[config.mk]
export PLATFORM = sky130hd
export DESIGN_NAME = sevenseg_scan
export DESIGN_NICKNAME = d
export VERILOG_FILES = /design/src/rtl/sevenseg_scan.sv
export SDC_FILE = /design/constraint.sdc
export NUM_CORES = 1
export LEC_CHECK = 0
export CAP_MARGIN = 20
export CORE_MARGIN = 4
export CORE_UTILIZATION = 62
export CTS_CLUSTER_SIZE = 10
export DETAILED_ROUTE_END_ITERATION = 12
export PLACE_DENSITY = 0.9
export SYNTH_ARGS = -nofsm -noshare
export SYNTH_HDL_FRONTEND = slang
export SYNTH_SLANG_ARGS = --single-unit
[constraint.sdc]
create_clock -name clk -period 7.13 [get_ports clk]
set_input_delay 1.0695 -clock clk [delete_from_list [all_inputs] [get_ports clk]]
set_output_delay 1.0695 -clock clk [all_outputs]
set_load 0.02 [all_outputs]
[src/rtl/sevenseg_scan.sv]
// rtl/sevenseg_scan.sv - multiplexed 7-segment scanner with frame-synchronous shadow data
// Optional leading-zero blanking: define SEVENSEG_LZB_EN.
module sevenseg_scan #(
  parameter int NDIGITS = 3,
  parameter int DIV     = 1000
) (
  input  logic                   clk,
  input  logic                   rst_n,
  input  logic [4*NDIGITS-1:0]   data,
  input  logic [NDIGITS-1:0]     dp,
  input  logic                   blank,
  output logic [7:0]             segments,
  output logic [NDIGITS-1:0]     digs,
  output logic                   frame
);

  localparam int IW = (NDIGITS > 1) ? $clog2(NDIGITS) : 1;

  logic [15:0]            count;
  logic [IW-1:0]          idx;
  logic [IW-1:0]          idx_next;
  logic                   tick;
  logic                   frame_start;
  logic                   blank_q;
  logic                   update;
  logic [4*NDIGITS-1:0]   shadow_data;
  logic [NDIGITS-1:0]     shadow_dp;
  logic [4*NDIGITS-1:0]   src_data;
  logic [NDIGITS-1:0]     src_dp;
  logic [7:0]             seg_next;
  logic [NDIGITS-1:0]     digs_next;

  function automatic logic [6:0] hex7(input logic [3:0] n);
    case (n)
      4'h0: hex7 = 7'h40;
      4'h1: hex7 = 7'h79;
      4'h2: hex7 = 7'h24;
      4'h3: hex7 = 7'h30;
      4'h4: hex7 = 7'h19;
      4'h5: hex7 = 7'h12;
      4'h6: hex7 = 7'h02;
      4'h7: hex7 = 7'h78;
      4'h8: hex7 = 7'h00;
      4'h9: hex7 = 7'h10;
      4'hA: hex7 = 7'h08;
      4'hB: hex7 = 7'h03;
      4'hC: hex7 = 7'h46;
      4'hD: hex7 = 7'h21;
      4'hE: hex7 = 7'h06;
      default: hex7 = 7'h0E;
    endcase
  endfunction

  always_comb begin
    tick = (count == 16'(DIV - 1));
    idx_next = idx;
    if (tick) begin
      idx_next = (idx == IW'(NDIGITS - 1)) ? '0 : idx + 1'b1;
    end
    frame_start = tick && (idx_next == '0);
    // Digit 0 of a new frame must show the value being captured on this same edge.
    src_data = frame_start ? data : shadow_data;
    src_dp   = frame_start ? dp   : shadow_dp;
    // Blank is re-evaluated every clock, and the cycle after it drops restores the digit.
    update   = tick || blank || blank_q;
  end

`ifdef SEVENSEG_LZB_EN
  logic [NDIGITS-1:0] lead_zero;

  always_comb begin : lzb_scan
    logic zero_run;
    zero_run  = 1'b1;
    lead_zero = '0;
    for (int k = NDIGITS - 1; k >= 0; k--) begin
      zero_run     = zero_run && (src_data[4*k +: 4] == 4'h0);
      lead_zero[k] = zero_run;
    end
  end
`endif

  always_comb begin
    digs_next = '0;
    seg_next  = 8'hFF;
    for (int k = 0; k < NDIGITS; k++) begin
      if (idx_next == IW'(k)) begin
        digs_next[k] = 1'b1;
        seg_next     = {~src_dp[k], hex7(src_data[4*k +: 4])};
`ifdef SEVENSEG_LZB_EN
        if (k > 0 && lead_zero[k]) begin
          seg_next[6:0] = 7'h7F;
        end
`endif
      end
    end
    if (blank) begin
      digs_next = '0;
      seg_next  = 8'hFF;
    end
  end

  always_ff @(posedge clk) begin
    if (!rst_n) begin
      count       <= '0;
      idx         <= '0;
      digs        <= NDIGITS'(1);
      segments    <= 8'hFF;
      frame       <= 1'b0;
      shadow_data <= '0;
      shadow_dp   <= '0;
      blank_q     <= 1'b0;
    end else begin
      count   <= tick ? 16'd0 : count + 16'd1;
      idx     <= idx_next;
      frame   <= frame_start;
      blank_q <= blank;
      if (frame_start) begin
        shadow_data <= data;
        shadow_dp   <= dp;
      end
      if (update) begin
        digs     <= digs_next;
        segments <= seg_next;
      end
    end
  end

endmodule

Word-level counts from Yosys, hierarchy flattened

Memories as Yosys holds them, arrays and structs flattened.
Cells that the tools add are included.

Add/sub/neg operators: 2
Equality and inequality tests: 4
Muxes and demuxes: 12
Bitwise operators: 4
Reduce and logical (&&, ||, !) cells: 5

Operators with widths:

| cell                                                   | number |
|---|---|
| 2-to-1 mux 8 bit                                       | 4 |
| adder 16 x 1 -> 16 bit (second input constant)         | 1 |
| equality test 16 x 10 -> 1 bit (second input constant) | 1 |
| 2-to-1 mux 12 bit                                      | 1 |
| 2-to-1 mux 3 bit                                       | 2 |
| equality test 2 bit (second input constant)            | 2 |
| 2-to-1 mux 2 bit                                       | 2 |
| inverter 1 bit                                         | 4 |
| 2-to-1 mux 1 bit                                       | 3 |
| adder 2 x 1 -> 2 bit (second input constant)           | 1 |
| equality test 2 x 1 -> 1 bit (second input constant)   | 1 |
| logical NOT 2 bit                                      | 1 |
| logical OR 1 bit                                       | 2 |
| OR reduction 2 bit                                     | 1 |
| logical AND 1 bit                                      | 1 |

Register bits after elaboration: 46
ROM bits: 336
Input bits: 18
Output and inout bits: 12
Logic and storage cells: 38
Memories kept: 3

Memories:

| name            | depth | width | rd ports | clocked after memory_dff | write ports | RTL line | RTL |
|---|---|---|---|---|---|---|---|
| (no name shown) | 16    | 7     | 1        | 0                        | 0           | 34       | `case (n)` |
| (no name shown) | 16    | 7     | 1        | 0                        | 0           | 34       |  |
| (no name shown) | 16    | 7     | 1        | 0                        | 0           | 34       |  |

Longest topological paths before layout

Gate-level depths: netlist of run 1.

Depth after elaboration: 11
Gate-level depth with buffers: 15
Mapped depth without buffers: 12

Worst setup path after synthesis of run 1

Ideal clock, no wire load.

Path type: register to register
Start: register count[12]
End: register segments[0]
Setup time: 125 ps
Arrival time: 3455 ps
Data required time: 7005 ps
Slack: 3550 ps
Stages on the path, launching flop included: 14
Buffers on the path: 3
Period minus slack after synthesis: 3580 ps
Cell sequence: dfxtp_1 > or4_4 > or4_4 > buf_6 > buf_2 > buf_2 > mux2i_1 > inv_1 > ha_1 > nor2b_1 > a2111oi_0 > nor4_1 > o32ai_1 > a21oi_1

Longest elaborated chain between the ends: 10
Elaborated cells between the ends (all ways): 16
Classes of those cells: eq/ne (3); mux (6); reduce/logical (4); memory (3)

Ends and longest elaborated chain:

| item                             | RTL line | RTL |
|---|---|---|
| from (decl)                      | 19       | `logic [15:0] count;` |
| from (signal assigned)           | 113      | `count <= tick ? 16'd0 : count + 16'd1;` |
| equality test 16 x 10 -> 1 bit * | 55       | `tick = (count == 16'(DIV - 1));` |
| 2-to-1 mux 2 bit                 | 57       | `if (tick) begin` |
| logical NOT 2 bit                | 60       | `frame_start = tick && (idx_next == '0);` |
| logical AND 1 bit *              | 60       |  |
| 2-to-1 mux 12 bit *              | -        |  |
| via src_data[0]                  | 28       | `logic [4*NDIGITS-1:0] src_data;` |
| memory read (16 x 7 bit) *       | -        |  |
| 2-to-1 mux 8 bit * (3 in series) | 86       | `if (idx_next == IW'(k)) begin` |
| 2-to-1 mux 8 bit *               | 96       | `if (blank) begin` |
| to (signal assigned)             | 123      | `segments <= seg_next;` |
| to (decl)                        | 12       | `output logic [7:0] segments,` |

The timed path passes the listed nets; every way through them passes the cells marked *.
A chain may end at the register's enable or synchronous reset.

Worst setup path in the final report of run 1

Start: register count[0]
End: register segments[0]

Same word-level chain as after synthesis.

==> metrics.txt, run 1 <==
most common cell in the netlist=nor2_1; Final Slew Violations=0; diodes inserted=0; relative slew slack=42.5%; total power=534 uW; setup TNS=0 ns; Synth Area in XOR/XNOR=4.97%; mux share of post-synthesis cell area=11.0%; Clock transition at path regs=0.09 ns; clock root buffer=clkbuf_8; routability cong.=0.919; Worst-Skew Late Latency=0.30 ns; post-route cell area=0.00362 mm^2; placed insts=465; Worst Hold Launch=count[0]; Yosys cell types=59; Pleak=0.00143 uW; Internal Pwr Total=419 uW; compound-gate portion of the synthesized area=14.5%; placed instance area=0.00349 mm^2; Post-Synthesis Net Count=423; Synth area leader=dfxtp_1; routed vias/inst=6.40; r2r startpoint=count[0]; CTS buffer count=5; CTS tree=done; Synthesis Warnings=0; Final ANT Viol Nets=0; CP required=7.31 ns; Hold-fix buffers, CTS=0; Wirelength per Cell=17.3 um; gr usage total=27.1%; Peak VDD IR=0.137 mV; H-tree depth=2; synth top area cells=dfxtp_1 29%, ha_1 8.7%, mux2i_1 8.5%, nor2_1 5.9%, nor2b_1 4.5%; Initial Util=65.5%; critical path fanouts, max=22; CTS resizes=0; TritonRoute pass-1 iters=5; Final Cycle Share=52.2%; largest net degree at the start of global routing=32; synthesized area=0.00317 mm^2; Max clock buf depth=2; CTS sink cnt=46; Chip Width=79.6 um; PD cells=147 mW/mm^2; combinational share of power=6.9%; Detail Placement HPWL=5620 um; status=completed; Clk pwr share=43.8%; Max Freq=269 MHz; die area=0.00633 mm^2; fin nets=445; row count=25; WS Path Type=flop to flop; fillcell total=352; Sequential Power Share=49.4%; port buffer count=29; Mean Syn Cell Area=8.29 um^2; Yosys reg bits=46; vias in the first global route=2807; critical path startpoint category=flop; share of layout cells above drive strength 1=5.42%; sequential share of the synthesized area=29.0%; Area growth, synth to finish=14.2%; Hold WS=0.481 ns; switching share of power=21.5%; Worst setup EP type=flop; Multi-input gate area=0.00213 mm^2; Die H=79.6 um; total number of vias=3029; Max-Cap Viols=0; CP Launch Point=count[0]; count of final hold-check violations=0; # DRC=0; DR iter-0 viols=397; most instantiated cells after synthesis=50 x nor2_1, 46 x dfxtp_1, 27 x mux2i_1; post-CTS setup buffer count=0; RSZ-0062 raised after global routing=false; Post-Synth Simple-Gate Area=27.9%; grt ovf=0; Yosys top cell area share=29.0%; gate count after technology mapping=383; Finished Layout Cells=473; worst slew pin tran=0.859 ns; Main synth FF type=dfxtp_1; Min Clock Period, post-route=3.72 ns; Core Region=0.00485 mm^2; register area=921 um^2; number of synthesized flops with an enable pin=0; Adder-Cell Fraction of Synth Area=8.67%; Async S/R FF share, synth=0%; worst hold path class=flop to flop; first-pass GRT wire length=13500 um; I/O pin count=30; number of antenna violations at the first check in global routing=0; Switch Pwr=115 uW; Clock Skews=0.00662 ns; largest family of logic cells by synthesized area=simple AND/OR/NAND/NOR gates; drt total wl=8180 um; critical path arrival=3.90 ns; setup violators final=0
-- power by group through the flow --
stage / Clock, uW / Sequential, uW / Combinational (uW)
2_1_floorplan: 0 / 271 / 13.4
3_3_place_gp: 0 / 269 / 35.0
3_5_place_dp: 0 / 269 / 35.7
4_1_cts: 235 / 263 / 36.2
5_1_grt: 247 / 264 / 39.5
6_report: 234 / 263 / 36.6
-- layer usage --
metal  up-vias  routed length [um]  track usage (%)
met1      1439                3420             35.2
met4         0                 197             8.93
li1       1400                   -                -
met5         -                   0                0
met3        28                 772             7.22
met2       162                3790             43.5
-- metrics by stage --
| step | worst slack, ns | util [%] |
|---|---|---|
| 6_report | 3.41 | 74.7 |
| 5_1_grt | 3.08 | 74.7 |
| 4_1_cts | 3.45 | 74.7 |
| 3_5_place_dp | 3.46 | 71.9 |
| 3_3_place_gp | 3.63 | 71.9 |
| 2_1_floorplan | 3.55 | - |
-- state kept, by name (all words and copies together) (netlist names) --
name,count
frame,1
blank_q,1
shadow_data,12
segments,8
idx,2
count,16
digs,3
shadow_dp,3
-- cells by family (layout without fill, tap and decap cells) --
| family | after synthesis | in the layout |
|---|---|---|
| adder cells (fa/ha/maj) | 22 | 22 |
| buffers and inverters | 30 | 53 |
| XOR/XNOR | 18 | 18 |
| multiplexers | 32 | 32 |
| AND/OR/NAND/NOR | 168 | 168 |
| AO/OA/AOI/OAI | 67 | 67 |
| flip-flops | 46 | 46 |
-- layout by cell type (no fill, tap or decap), types with 2 or more instances in the layout --
master,count
o22a_1,2
ha_1,22
clkbuf_8,5
nand3b_1,7
nor3_1,16
xnor2_1,10
mux2_2,2
nor4_4,2
nand3_1,17
a211oi_1,3
a311oi_1,2
clkdlybuf4s50_1,29
a21boi_0,2
o21ai_0,11
dfxtp_1,46
nand2b_1,2
a2111oi_0,2
nor2b_1,23
o2111ai_1,2
a21oi_1,14
nor4_1,3
nand2_1,25
or4_4,2
xor2_1,8
mux2i_1,27
nand4_1,2
bufinv_16,2
and3_1,5
inv_1,15
or3_1,2
mux2i_4,2
o21ai_1,5
o211ai_1,2
and2_1,6
a31oi_1,6
nor2_1,50
-- critical path, cell delays in order, from the launching register on --
cell and delay (ns):
dfxtp_1 0.40, ha_1 0.25, nand4b_1 0.31, or4_4 0.82
mux2i_1 0.47, inv_1 0.16, ha_1 0.27, nor2b_1 0.14
a2111oi_0 0.38, nor4_1 0.10, o32ai_1 0.24, a21oi_1 0.07
-- area by class of cell --
class	count	area share, %
Tap cell	67	2.31
Clock buffer	5	1.90
Sequential cell	46	25.4
Inverter	15	1.55
Clock inverter	3	1.90
Timing Repair Buffer	30	8.22
Multi-Input combinational cell	307	58.7
-- final timing paths --
| kind | cells past startpoint | endpoint | slack (ns) |
|---|---|---|---|
| min reg2reg | 1 | count[0] | 0.48 |
| max reg2reg | 11 | segments[0] | 3.41 |
| max | 11 | segments[0] | 3.41 |
| min | 1 | count[0] | 0.48 |
Power figures use the tool's default switching activity.
==> inputs of run 2 (changes only) <==
--- a/config.mk
+++ b/config.mk
@@ -7,10 +7,10 @@
 export LEC_CHECK = 0
 export CAP_MARGIN = 20
 export CORE_MARGIN = 4
-export CORE_UTILIZATION = 62
+export CORE_UTILIZATION = 52
 export CTS_CLUSTER_SIZE = 10
 export DETAILED_ROUTE_END_ITERATION = 12
-export PLACE_DENSITY = 0.9
+export PLACE_DENSITY = 0.81
 export SYNTH_ARGS = -nofsm -noshare
 export SYNTH_HDL_FRONTEND = slang
 export SYNTH_SLANG_ARGS = --single-unit
==> constraint.sdc (replaced) <==
create_clock -name clk -period 3.3 [get_ports clk]
set_input_delay 0.495 -clock clk [delete_from_list [all_inputs] [get_ports clk]]
set_output_delay 0.495 -clock clk [all_outputs]
set_load 0.02 [all_outputs]
==> metrics.txt, run 2 (synthesis results as in run 1) <==
status=completed; cell chain of the critical path=or4b_4 > or4_4 > mux2i_4 > inv_2 > ha_1 > nand2_1 > mux2i_1 > a211oi_1 > a311oi_1 > a211oi_1 > a21oi_1; Wirelength per Cell=16.0 um (-7.3%); max reg flops=16 (unchanged); Min Clock Period, post-route=3.15 ns (-0.568 ns); H-tree depth=2 (unchanged); commonest non-fill, non-tap cell in the layout=nor2_1; routed vias/inst=5.98 (-6.6%); placed instance area=0.00362 mm^2 (+3.8%); count of final hold-check violations=0 (unchanged); worst hold path class=flop to flop; drt total wl=7970 um (-2.6%); critical path arrival=3.40 ns (-0.50 ns); Crit path largest cell delay=0.59 ns (-0.23 ns); routability cong.=0.942 (+2.5%); Chip Width=86.1 um (+8.3%); Internal Pwr Total=760 uW (+81%); TritonRoute pass-1 iters=5 (unchanged); Peak VDD IR=0.202 mV (+48%); port buffer count=29 (unchanged); I/O pin count=30 (unchanged); Finished Core Util=63.5% (-11 points); post-route cell area=0.00376 mm^2 (+3.8%); RSZ-0062 raised after global routing=false; Die H=86.1 um (+8.3%); WS Path Type=flop to flop; Area growth, synth to finish=18.5%; worst slew pin tran=0.615 ns (-0.244 ns); Max clock buf depth=2 (unchanged); Post-Place Worst Slack=0.100 ns (-3.36 ns); CP required=3.54 ns (-3.77 ns); critical path startpoint category=flop; clock root buffer=clkbuf_8; worst setup margin=0.148 ns (-3.26 ns); number of antenna violations at the first check in global routing=0 (unchanged); Final Slew Violations=0 (unchanged); setup TNS=0 ns (unchanged); Switch Pwr=261 uW (+130%); Final Cycle Share=95.5% (+43 points); relative slew slack=58.7% (+16 points); die area=0.00742 mm^2 (+17%); Worst-Skew Late Latency=0.30 ns (about the same); row count=28 (+12%); Max-Cap Viols=0 (unchanged); Crit path max-delay family=simple AND/OR/NAND/NOR gates; CTS buffer count=5 (unchanged); Clk pwr share=36.5% (-7.3 points); vias in the first global route=2659 (-5.3%); Initial Util=53.6% (-12 points); total number of vias=2972 (-1.9%); fin nets=461 (+3.6%); grt ovf=0 (unchanged); share of layout cells above drive strength 1=10.7% (+5.2 points); Final ANT Viol Nets=0 (unchanged); largest net degree at the start of global routing=31 (-3.1%); most frequent cells in the layout=50 x nor2_1, 45 x dfxtp_1, 29 x clkdlybuf4s50_1; setup violators final=0 (unchanged); buffers and inverters on the worst path=1 (unchanged); Detail Placement HPWL=5760 um (+2.6%); Clock Skews=0.00318 ns (-0.00344 ns); Hold-fix buffers, CTS=0 (unchanged); Sequential Power Share=55.7% (+6.3 points); DR iter-0 viols=298 (-25%); Top reg by flops=count; slowest CP cell=or4b_4; CTS tree=done; Max Freq=317 MHz (+18%); Top cell by count, worst path=a211oi_1; # DRC=0 (unchanged); Largest regs=count x16, shadow_data x12, segments x8; switching share of power=25.6% (+4.1 points); gr usage total=21.7% (-5.4 points); fillcell total=523 (+49%); Core Region=0.00592 mm^2 (+22%); combinational share of power=7.8% (+0.9 points); critical path fanouts, max=5 (-77%); Worst setup EP type=flop; Pleak=0.00147 uW (+3.3%); diodes inserted=0 (unchanged); Clock transition at path regs=0.09 ns (about the same); first-pass GRT wire length=13000 um (-3.6%); CTS sink cnt=46 (unchanged); PD cells=272 mW/mm^2 (+84%)
run 2: layer usage:
layer	wire (um)	track usage [%]	vias to the layer above	part of all wire, %
met5	0	0	-	0
li1	-	-	1436	-
met1	3620	31.5	1402	45
met4	139	5.90	0	1.7
met3	536	2.69	14	6.7
met2	3670	33.8	120	46
run 2: layout make-up:
cell class / count / area [um^2] / share of cell area (%)
Timing Repair Buffer: 46 / 425 / 11.3
Sequential cell: 46 / 922 / 24.5
Multi-Input combinational cell: 307 / 2170 / 57.7
Clock inverter: 3 / 26.3 / 0.699
Inverter: 15 / 56.3 / 1.50
Clock buffer: 5 / 68.8 / 1.83
Tap cell: 75 / 93.8 / 2.50
run 2: power groups by stage:
stage,clock [uW],sequential (uW),combinational (uW)
after floorplan,0,585,29.0
after detailed placement,0,582,77.9
after global placement,0,581,77.1
after global routing,406,570,86.0
after CTS,384,569,78.6
final,373,569,79.5
run 2: worst register-to-register path, delay by kind of cell, from the launching register on:
family,cells,cell delay (ns)
flops,1,0.36
fa+ha+maj,1,0.21
buf+inv,1,0.09
mux,2,0.45
compound gates,4,0.74
simple gates,3,1.25
run 2: worst paths after layout:
path / from / end / slack [ns] / depth (start not counted)
hold / removal: count[0] / count[0] / 0.48 / 1
hold reg to reg: count[0] / count[0] / 0.48 / 1
setup / recovery: count[11] / segments[3] / 0.15 / 11
setup reg to reg: count[11] / segments[3] / 0.15 / 11
run 2: stage by stage:
| stage | total power [uW] | hold WS [ns] | cells |
|---|---|---|---|
| CTS | 1030 | 0.487 | 495 |
| floorplan | 614 | 0.430 | 383 |
| detailed placement | 660 | 0.466 | 487 |
| global placement | 659 | 0.445 | 487 |
| finish | 1020 | 0.477 | 497 |
| global route | 1060 | 0.523 | 497 |
run 2: what timing repair did:
action,4_1_cts,5_1_grt
setup endpoints to repair,0,3
setup buffers,0,2
gates resized for setup,0,9
